`config.mk`:
```
export PLATFORM = sky130hd
export DESIGN_NAME = compare_serial_nbit
export DESIGN_NICKNAME = d
export VERILOG_FILES = /design/src/rtl/compare_pkg.sv /design/src/rtl/compare_digit.sv /design/src/rtl/compare_serial_nbit.sv
export SDC_FILE = /design/constraint.sdc
export NUM_CORES = 1
export LEC_CHECK = 0
export ABC_AREA = 1
export CAP_MARGIN = 20
export CORE_UTILIZATION = 54
export CTS_CLUSTER_SIZE = 20
export DETAILED_ROUTE_END_ITERATION = 10
export PLACE_DENSITY = 0.84
export SETUP_SLACK_MARGIN = 0.5
export SLEW_MARGIN = 25
export SYNTH_ARGS = -nofsm -noshare
export SYNTH_HDL_FRONTEND = slang
export SYNTH_SLANG_ARGS = --single-unit
```
`constraint.sdc`:
```
create_clock -name clk -period 3.8 [get_ports clk]
set_input_delay 1.14 -clock clk [delete_from_list [all_inputs] [get_ports clk]]
set_output_delay 1.14 -clock clk [all_outputs]
set_load 0.02 [all_outputs]
```
`src/rtl/compare_pkg.sv`:
```
// Shared types for the serial magnitude comparator: FSM states and the
// one-hot {greater, equal, smaller} result encoding.
package compare_pkg;

  typedef enum logic {
    IDLE = 1'b0,
    RUN  = 1'b1
  } state_t;

  typedef logic [2:0] cmp_t;

  localparam cmp_t CMP_GT   = 3'b100;
  localparam cmp_t CMP_EQ   = 3'b010;
  localparam cmp_t CMP_LT   = 3'b001;
  localparam cmp_t CMP_NONE = 3'b000;

endpackage

```
`src/rtl/compare_digit.sv`:
```
// Combinational unsigned compare of one digit pair, returning the one-hot
// {greater, equal, smaller} code.
module compare_digit
  import compare_pkg::*;
#(
  parameter int DIGIT_WIDTH = 4
) (
  input  logic [DIGIT_WIDTH-1:0] a_digit,
  input  logic [DIGIT_WIDTH-1:0] b_digit,
  output logic [2:0]             result
);

  always_comb begin
    if (a_digit > b_digit) begin
      result = CMP_GT;
    end else if (a_digit < b_digit) begin
      result = CMP_LT;
    end else begin
      result = CMP_EQ;
    end
  end

endmodule

```
`src/rtl/compare_serial_nbit.sv`:
```
// Iterative MSB-first magnitude comparator, one DIGIT_WIDTH digit per clock.
// Define CMP_EARLY_EXIT_EN to stop at the first differing digit.
module compare_serial_nbit
  import compare_pkg::*;
#(
  parameter int CMP_WIDTH   = 16,
  parameter int DIGIT_WIDTH = 4
) (
  input  logic                 clk,
  input  logic                 rst_n,
  input  logic                 start,
  input  logic                 is_signed,
  input  logic [CMP_WIDTH-1:0] a,
  input  logic [CMP_WIDTH-1:0] b,
  output logic                 busy,
  output logic                 done,
  output logic                 greater,
  output logic                 equal,
  output logic                 smaller
);

  localparam int NUM_DIGITS = CMP_WIDTH / DIGIT_WIDTH;
  localparam int IDX_W      = $clog2(NUM_DIGITS);

  state_t               state;
  state_t               next_state;
  logic [CMP_WIDTH-1:0] a_sh;
  logic [CMP_WIDTH-1:0] b_sh;
  logic [IDX_W-1:0]     idx;
  cmp_t                 partial;
  cmp_t                 partial_next;
  cmp_t                 digit_res;
  logic                 load;
  logic                 last_digit;

  compare_digit #(
    .DIGIT_WIDTH(DIGIT_WIDTH)
  ) u_digit (
    .a_digit(a_sh[CMP_WIDTH-1 -: DIGIT_WIDTH]),
    .b_digit(b_sh[CMP_WIDTH-1 -: DIGIT_WIDTH]),
    .result (digit_res)
  );

  // NOTE: every always_comb output gets a default first so no path leaves
  // a value unassigned, which would otherwise infer a latch.
  always_comb begin
    next_state   = state;
    load         = 1'b0;
    partial_next = partial;
    if ((partial == CMP_NONE) && (digit_res != CMP_EQ)) begin
      partial_next = digit_res;
    end
`ifdef CMP_EARLY_EXIT_EN
    last_digit = (idx == '0) || (digit_res != CMP_EQ);
`else
    last_digit = (idx == '0);
`endif
    case (state)
      IDLE: begin
        if (start) begin
          next_state = RUN;
          load       = 1'b1;
        end
      end
      RUN: begin
        if (last_digit) begin
          next_state = IDLE;
        end
      end
      default: next_state = IDLE;
    endcase
  end

  // NOTE: sequential state uses non-blocking assignments so every register
  // samples pre-edge values regardless of statement order.
  always_ff @(posedge clk or negedge rst_n) begin
    if (!rst_n) begin
      state <= IDLE;
    end else begin
      state <= next_state;
    end
  end

  always_ff @(posedge clk or negedge rst_n) begin
    if (!rst_n) begin
      a_sh    <= '0;
      b_sh    <= '0;
      idx     <= '0;
      partial <= CMP_NONE;
      done    <= 1'b0;
      greater <= 1'b0;
      equal   <= 1'b0;
      smaller <= 1'b0;
    end else begin
      done <= 1'b0;
      if (load) begin
        // Flipping the sign bit maps two's complement onto offset binary,
        // so the unsigned digit compare orders signed values correctly.
        a_sh    <= {a[CMP_WIDTH-1] ^ is_signed, a[CMP_WIDTH-2:0]};
        b_sh    <= {b[CMP_WIDTH-1] ^ is_signed, b[CMP_WIDTH-2:0]};
        idx     <= IDX_W'(NUM_DIGITS - 1);
        partial <= CMP_NONE;
      end else if (state == RUN) begin
        a_sh    <= a_sh << DIGIT_WIDTH;
        b_sh    <= b_sh << DIGIT_WIDTH;
        idx     <= idx - IDX_W'(1);
        partial <= partial_next;
        if (last_digit) begin
          {greater, equal, smaller} <= (partial_next == CMP_NONE) ? CMP_EQ : partial_next;
          done <= 1'b1;
        end
      end
    end
  end

  assign busy = (state == RUN);

endmodule
```
==> reports/results.env, run 1 <==
RUN_STATUS='finished, final reports clean'
P_LEAK_nW=1.096
NNETSFINAL=284
DIODES=0
SLEW_VIOLATIONS=0
SYNTH.DISTINCT_CELLS=21
DIEWIDTH_UM=61.09
WIRE_PER_INST_UM=11.92
CAP_VIOL_MAX_COUNT=0
TIMING.CLOCK.SKEW_NS=0.007167
GRT_MAX_DEGREE=43
PLACE.GP.CONGESTION=0.7918
CORE-AREA_MM2=0.003337
P_TOTAL_mW=1.451
YOSYS_REGISTER_BITS=42
DRT-PASS1-ITER-COUNT=5
GRT_PASS1_WL_UM=5775
GLOBALROUTE.TOTALOVERFLOW=0
CTS-BUFFERS-INSERTED=5
AREAGROWTHSYNTHTOFINISH_PCT=24.15
YOSYS-TOP-CELLS-AREA='sky130_fd_sc_hd__dfrtp_1 56%, sky130_fd_sc_hd__nand2_1 12%, sky130_fd_sc_hd__inv_1 6.6%'
TNS_NS=0
SYN_AVG_CELL_AREA_UM2=9.243
TIMING.FINAL.HOLD_VIOLATIONS=0
MAPPEDNETLISTNETS=245
RATIO_OF_CELLS_WITH_DRIVE_ABOVE_1_IN_THE_FINAL_LAYOUT=0.05328
FINISH.CELL_COUNT_WITHOUT_FILLERS=290
FINISH.INSTANCE_AREA_MM2=0.002341
FP.DIEAREA_MM2=0.003732
ARRIVAL_NS=1.71
CTS_TREE='yes'
TRACK_USAGE=0.2162
CTS_HOLD_REPAIR.BUFFERS=0
SYN-CELL-AREA_MM2=0.001886
ANTENNA_LEFT=0
DRCVIOLATIONCOUNT=0
POSTCTSSETUPREPAIRBUFS=0
FINALWORSTPATHREQUIREDPERIOD_NS=2.854
BUFFER_PORTS.INSERTED=40
SYNTH.LARGEST_AREA_CELL='sky130_fd_sc_hd__dfrtp_1'
PLACEMENT_ROWS=21
TOTALWIRELENGTH_UM=3458
WORSTSKEWPAIRLATENCY_NS=0.34
WORST-PATH-STAGES=1
PATH_MAX_FANOUT=14
CTS.REPORTEDPATHS.CLKPINSLEW_NS=0.11
R2R.WORST_PATH.CELLS=5
CTS_HTREE_LEVELS=2
WORST-PATH-BUF-INV=1
GATE_COUNT_AFTER_TECHNOLOGY_MAPPING=204
CRITICAL_PATH_REQUIRED_NS=2.66
PATH_CELLS='clkdlybuf4s50_1'
DR.FIRST_ITER.DRC_COUNT=43
WORST_HOLD_PATH.NUM_CELLS=2
MAX_STAGE_DELAY_ON_CRIT_PATH_NS=0.70
PLACEMENT.CELL_AREA_MM2=0.002281
POST-ROUTE-UTIL=0.7015
WORSTMARGINPINSLEW_NS=0.8634
SYNTH-WARNING-COUNT=0
INITIAL_ANTENNA_VIOLATION_COUNT=0
CLOCK-ROOT-BUFFER='sky130_fd_sc_hd__clkbuf_4'
AVGVIACOUNTPERCELL=5.138
ROUTE.VIAS.TOTAL=1490
DPL.CELL_COUNT=282
SYNTHDOMINANTCELLAREASHARE=0.5574
BOUNDARYPINS=41
WORST_HOLD_PATH_TYPE='reg -> reg'
SETUP_VIOL=0
CP-START-KIND='flop'
SETUP_REPAIR_AFTER_GLOBAL_ROUTING_MISSED_ITS_MARGIN='no'
WORST_SETUP_PATH_END_KIND='primary output'
DP.FINAL_HPWL_UM=2490
CTS-RESIZED-GATES=0
TRITONCTS_NUM_SINKS=42
TIMING_WORST_SETUP_PATH_TYPE='reg -> out'
SEQ_AREA_FRAC_SYNTH=0.5574
PATH_DELAY_FAMILY='buffers and inverters'
POWER_DENSITY_CELLS_mW_PER_MM2=619.7
MAX_SLEW_MARGIN=0.4244
CRITICAL_PATH.SLOWEST_CELL='sky130_fd_sc_hd__clkdlybuf4s50_1'
INITIAL_STANDARD_CELL_UTILIZATION_OF_THE_CORE=0.5651
CTS.PATH.MAX_BUFFERS=2
POWER.IR.VDD_WORST_uV=342.5
TIMING.FMAX_GHz=0.3503
TIMING.FINAL.CRIT_SHARE=0.7512
GRT_PASS1_VIAS=1380
FP.DIEH_UM=61.09
-- routing by layer --
metal	track usage	share of wire	vias to the layer above
li1	-	-	735
met1	0.2591	0.43	718
met2	0.3727	0.52	29
met3	0.04202	0.026	8
met4	0.1071	0.021	0
met5	0	0	-
-- kinds of logic after synthesis --
group                      share of synthesized area
AOI/OAI and AO/OA                             0.1394
xor gates and xnor gates                    0.009292
and+or+nand+nor                               0.1606
buffers and inverters                         0.1002
adders and majority gates                    0.03318
DFF                                           0.5574
-- per-stage QoR --
stage	hold WS, ns	setup WS (ns)
4_1_cts	0.4981	0.9312
3_3_place_gp	0.4681	1.151
6_report	0.4972	0.9456
3_5_place_dp	0.4702	1.062
5_1_grt	0.5291	0.8421
2_1_floorplan	0.4492	2.042
-- final timing paths --
kind,slack [ns],endpoint,startpoint
setup reg to reg,1.98,b_sh[13],busy
setup / recovery,0.95,busy,busy
hold / removal,0.50,b_sh[3],b_sh[3]
max in group asynchronous,2.36,b_sh[15],rst_n
min in group asynchronous,0.90,equal,rst_n
hold reg to reg,0.50,b_sh[3],b_sh[3]
-- registers in the layout, summed over array words and instances, names as in the netlist --
register / count
a_sh: 16
b_sh: 16
partial: 3
idx: 2
busy: 1
done: 1
equal: 1
greater: 1
smaller: 1
-- area by class of cell --
type	count	area, um2
Tap cell	46	57.56
Multi-Input combinational cell	119	645.6
Inverter	35	131.4
Timing Repair Buffer	40	395.4
Fill cell	276	996.0
Clock buffer	7	55.05
Clock inverter	1	5.005
Sequential cell	42	1051
-- layout by cell type (no fill, tap or decap), types with 6 or more instances in the layout --
cell                               n
sky130_fd_sc_hd__dfrtp_1          42
sky130_fd_sc_hd__o21ai_0           8
sky130_fd_sc_hd__inv_1            33
sky130_fd_sc_hd__nand2_1          58
sky130_fd_sc_hd__nand3_1           6
sky130_fd_sc_hd__o221ai_1         13
sky130_fd_sc_hd__nor2_1           10
sky130_fd_sc_hd__clkdlybuf4s50_1  39
-- Yosys cell counts --
cell,count
sky130_fd_sc_hd__nor2_4,1
sky130_fd_sc_hd__xnor2_1,2
sky130_fd_sc_hd__o22ai_2,1
sky130_fd_sc_hd__clkbuf_1,1
sky130_fd_sc_hd__buf_2,4
sky130_fd_sc_hd__a21oi_1,2
sky130_fd_sc_hd__a22oi_1,5
sky130_fd_sc_hd__nand2_1,58
sky130_fd_sc_hd__nor2_1,10
sky130_fd_sc_hd__ha_1,5
sky130_fd_sc_hd__o211ai_1,4
sky130_fd_sc_hd__nand2_2,1
sky130_fd_sc_hd__nand3_1,6
sky130_fd_sc_hd__o221ai_1,13
sky130_fd_sc_hd__inv_1,33
sky130_fd_sc_hd__buf_6,3
sky130_fd_sc_hd__dfrtp_1,42
sky130_fd_sc_hd__o21ai_0,8
sky130_fd_sc_hd__inv_2,2
sky130_fd_sc_hd__o21ai_1,2
sky130_fd_sc_hd__a22o_1,1
-- report_power, final --
part | switching [mW] | internal [mW] | leakage, nW
registers | 0.0819 | 0.594 | 0.548
clock network | 0.132 | 0.0898 | 0.0353
logic | 0.320 | 0.232 | 0.513
-- tightest hold or removal path, stage by stage (launching register included) --
cell	delay, ns
sky130_fd_sc_hd__dfrtp_1	0.36
sky130_fd_sc_hd__nand2_1	0.05
sky130_fd_sc_hd__nand2_1	0.05
Power figures use the tool's default switching activity.
==> inputs of run 2 (changes only) <==
--- a/config.mk
+++ b/config.mk
@@ -7,10 +7,10 @@
 export LEC_CHECK = 0
 export ABC_AREA = 1
 export CAP_MARGIN = 20
-export CORE_UTILIZATION = 54
+export CORE_UTILIZATION = 50
 export CTS_CLUSTER_SIZE = 20
 export DETAILED_ROUTE_END_ITERATION = 10
-export PLACE_DENSITY = 0.84
+export PLACE_DENSITY = 0.79
 export SETUP_SLACK_MARGIN = 0.5
 export SLEW_MARGIN = 25
 export SYNTH_ARGS = -nofsm -noshare
==> constraint.sdc (replaced) <==
create_clock -name clk -period 2.8 [get_ports clk]
set_input_delay 0.84 -clock clk [delete_from_list [all_inputs] [get_ports clk]]
set_output_delay 0.84 -clock clk [all_outputs]
set_load 0.02 [all_outputs]
==> run 2 against run 1 <==
  * Total power rose by 44%
  * Register-to-register slack got worse by 0.91 ns
  * Hold slack got worse by 0.0079 ns
  * Clock-buffer cell count is 1 lower
  * Cell count increased by 0.69%
  * Combinational power rose by 42%
  * Final area increased by 2.2%
  * Largest cell class unchanged
  * Highest routed layer unchanged
==> reports/results.env, run 2 (synthesis gave the netlist of run 1 again) <==
CLOCK-ROOT-BUFFER='sky130_fd_sc_hd__clkbuf_8'
PATH_MAX_FANOUT=2  # -12
POWER.IR.VDD_WORST_uV=402.2  # +17%
GRT_PASS1_VIAS=1465  # +6.2%
MAX_STAGE_DELAY_ON_CRIT_PATH_NS=0.60  # -0.10 ns
PLACE_WORST_SETUP_SLACK_NS=0.5151  # -0.5472 ns
BOUNDARYPINS=41  # unchanged
CRITICAL_PATH_REQUIRED_NS=1.96  # -0.70 ns
DPL.CELL_COUNT=284  # +0.71%
LAYOUT_SETUP_WS_NS=0.7113  # -0.2343 ns
DP.FINAL_HPWL_UM=2445  # -1.8%
TNS_NS=0  # unchanged
GRT_MAX_DEGREE=43  # unchanged
R2R.WORST_PATH.CELLS=6  # +1
CRITICAL_PATH.SLOWEST_CELL='sky130_fd_sc_hd__clkdlybuf4s50_1'
TIMING.FINAL.CRIT_SHARE=0.7460
GRTUSAGEMET1=0.2697  # +0.01064
SETUP_REPAIR_AFTER_GLOBAL_ROUTING_MISSED_ITS_MARGIN='no'
NNETSFINAL=286  # +0.70%
WORSTMARGINPINSLEW_NS=0.5938  # -0.2696 ns
RATIO_OF_CELLS_WITH_DRIVE_ABOVE_1_IN_THE_FINAL_LAYOUT=0.06504  # +0.01176
BUFFER_PORTS.INSERTED=40  # unchanged
TIMING_WORST_SETUP_PATH_TYPE='reg -> out'
CRITICAL_PATH.REG2REG.STARTPOINT='busy'
CTS-BUFFERS-INSERTED=5  # unchanged
DR.FIRST_ITER.DRC_COUNT=75  # +74%
CTS_HOLD_REPAIR.BUFFERS=0  # unchanged
PLACE.GP.CONGESTION=0.7697  # -2.8%
BIGGESTREGSBYFLOPS='a_sh x16, b_sh x16, partial x3'
MET2_DEMAND_TO_CAPACITY_SHARE_IN_GLOBAL_ROUTING=0.3351  # -0.03756
TOTALWIRELENGTH_UM=3582  # +3.6%
CORE-AREA_MM2=0.003468  # +3.9%
DRCVIOLATIONCOUNT=0  # unchanged
REG2REG_SETUP_SLACK_NS=1.07  # -0.91 ns
WORST_HOLD_PATH_TYPE='reg -> reg'
SETUP_VIOL=0  # unchanged
FP.DIEAREA_MM2=0.004021  # +7.7%
PATH_DELAY_FAMILY='buffers and inverters'
ARRIVAL_NS=1.25  # -0.46 ns
FINALWORSTPATHREQUIREDPERIOD_NS=2.089
DIEWIDTH_UM=63.41  # +3.8%
PATH_CELLS='clkdlybuf4s50_1'
DRT-PASS1-ITER-COUNT=4  # -1
TRITONCTS_NUM_SINKS=42  # unchanged
GRT_PASS1_WL_UM=6423  # +11%
ANTENNA_LEFT=0  # unchanged
TIMING.FINAL.HOLD_VIOLATIONS=0  # unchanged
AREAGROWTHSYNTHTOFINISH_PCT=26.94
WORST_HOLD_PATH.NUM_CELLS=2  # unchanged
RUN_STATUS='finished, final reports clean'
MET3_USAGE=0.05978  # +0.01777
MAX_SLEW_MARGIN=0.6037  # +0.1793
MOSTFREQUENTLAYOUTCELL='sky130_fd_sc_hd__nand2_1'
TRACK_USAGE=0.2085  # -0.007660
CP-START-KIND='flop'
HOLD-WORST-SLACK_NS=0.4893  # -0.007899 ns
FINAL_CELL_MIX='58 x sky130_fd_sc_hd__nand2_1, 42 x sky130_fd_sc_hd__dfrtp_1, 39 x sky130_fd_sc_hd__clkdlybuf4s50_1'
FP.DIEH_UM=63.41  # +3.8%
AVGVIACOUNTPERCELL=5.079  # -1.2%
PLACEMENT_ROWS=21  # unchanged
TIMING.CLOCK.SKEW_NS=0.007688  # +0.0005205 ns
CTS_TREE='yes'
FINISH.INSTANCE_AREA_MM2=0.002394  # +2.2%
CTS-RESIZED-GATES=0  # unchanged
CAP_VIOL_MAX_COUNT=0  # unchanged
INITIAL_ANTENNA_VIOLATION_COUNT=0  # unchanged
HOLDPATHEND='greater'
CTS.PATH.MAX_BUFFERS=2  # unchanged
WORSTREG2REGEND='a_sh[13]'
WORST-PATH-BUF-INV=1  # unchanged
POST-ROUTE-UTIL=0.6901  # -0.01142
POWER_DENSITY_CELLS_mW_PER_MM2=869.8  # +40%
FINISH.CELL_COUNT_WITHOUT_FILLERS=292  # +0.69%
TIMING.FMAX_GHz=0.4788
WORST_SETUP_PATH_END_KIND='primary output'
DIODES=0  # unchanged
WORSTSKEWPAIRLATENCY_NS=0.29  # -0.05 ns
INITIAL_STANDARD_CELL_UTILIZATION_OF_THE_CORE=0.5437  # -0.02140
GLOBALROUTE.TOTALOVERFLOW=0  # unchanged
ROUTE.VIAS.TOTAL=1483  # -0.47%
STARTPOINT_OF_THE_TIGHTEST_HOLD_CHECK_PATH='greater'
CTS.REPORTEDPATHS.CLKPINSLEW_NS=0.08  # -0.03 ns
CTS_HTREE_LEVELS=2  # unchanged
PLACEMENT.CELL_AREA_MM2=0.002296  # +0.66%
GR-MAX-USAGE-LAYER='met2'
SLEW_VIOLATIONS=0  # unchanged
P_TOTAL_mW=2.082  # +44%
WIRE_PER_INST_UM=12.27  # +2.9%
P_LEAK_nW=1.119  # +2.1%
POSTCTSSETUPREPAIRBUFS=0  # unchanged
## run 2: cell count changes in the layout (fill, tap and decap cells not counted)
cell | previous run | this run
sky130_fd_sc_hd__clkbuf_8 | 1 | 6
sky130_fd_sc_hd__clkinvlp_4 | 0 | 1
sky130_fd_sc_hd__clkbuf_1 | 1 | 0
sky130_fd_sc_hd__buf_4 | 0 | 3
sky130_fd_sc_hd__clkbuf_4 | 5 | 0
sky130_fd_sc_hd__buf_2 | 1 | 0
## run 2: worst register-to-register path, delay by kind of cell, from the launching register on
kind / cells / cell delay [ns]
buffers and inverters: 3 / 0.89
AND/OR/NAND/NOR: 2 / 0.25
AO/OA/AOI/OAI: 1 / 0.11
flip-flops: 1 / 0.39
## run 2: layer usage
layer  up-vias  wire [um]
met3         2        108
li1        745          -
met2        29       1751
met4         0         14
met1       707       1707
met5         -          0
## run 2: cell type report
cell class,count,area [um2]
Clock buffer,6,82.58
Inverter,35,131.4
Timing Repair Buffer,42,412.9
Sequential cell,42,1051
Fill cell,286,1075
Multi-Input combinational cell,119,645.6
Tap cell,46,57.56
Clock inverter,2,12.51
## run 2: how the worst max path moves through the flow
| stage | from | end | slack, ns | cells after the start |
|---|---|---|---|---|
| after global routing | smaller | smaller | 0.67 | 1 |
| final | busy | busy | 0.71 | 1 |
| after detailed placement | start | b_sh[9] | 0.52 | 4 |
| after global placement | start | b_sh[9] | 0.57 | 4 |
| after floorplan | start | b_sh[11] | 1.34 | 4 |
| after CTS | busy | busy | 0.70 | 1 |
## run 2: power by group
| part | total, mW | switching [mW] | internal [mW] |
|---|---|---|---|
| combinational | 0.788 | 0.461 | 0.327 |
| sequential | 0.892 | 0.0847 | 0.808 |
| clock | 0.401 | 0.203 | 0.198 |
| total | 2.08 | 0.749 | 1.33 |
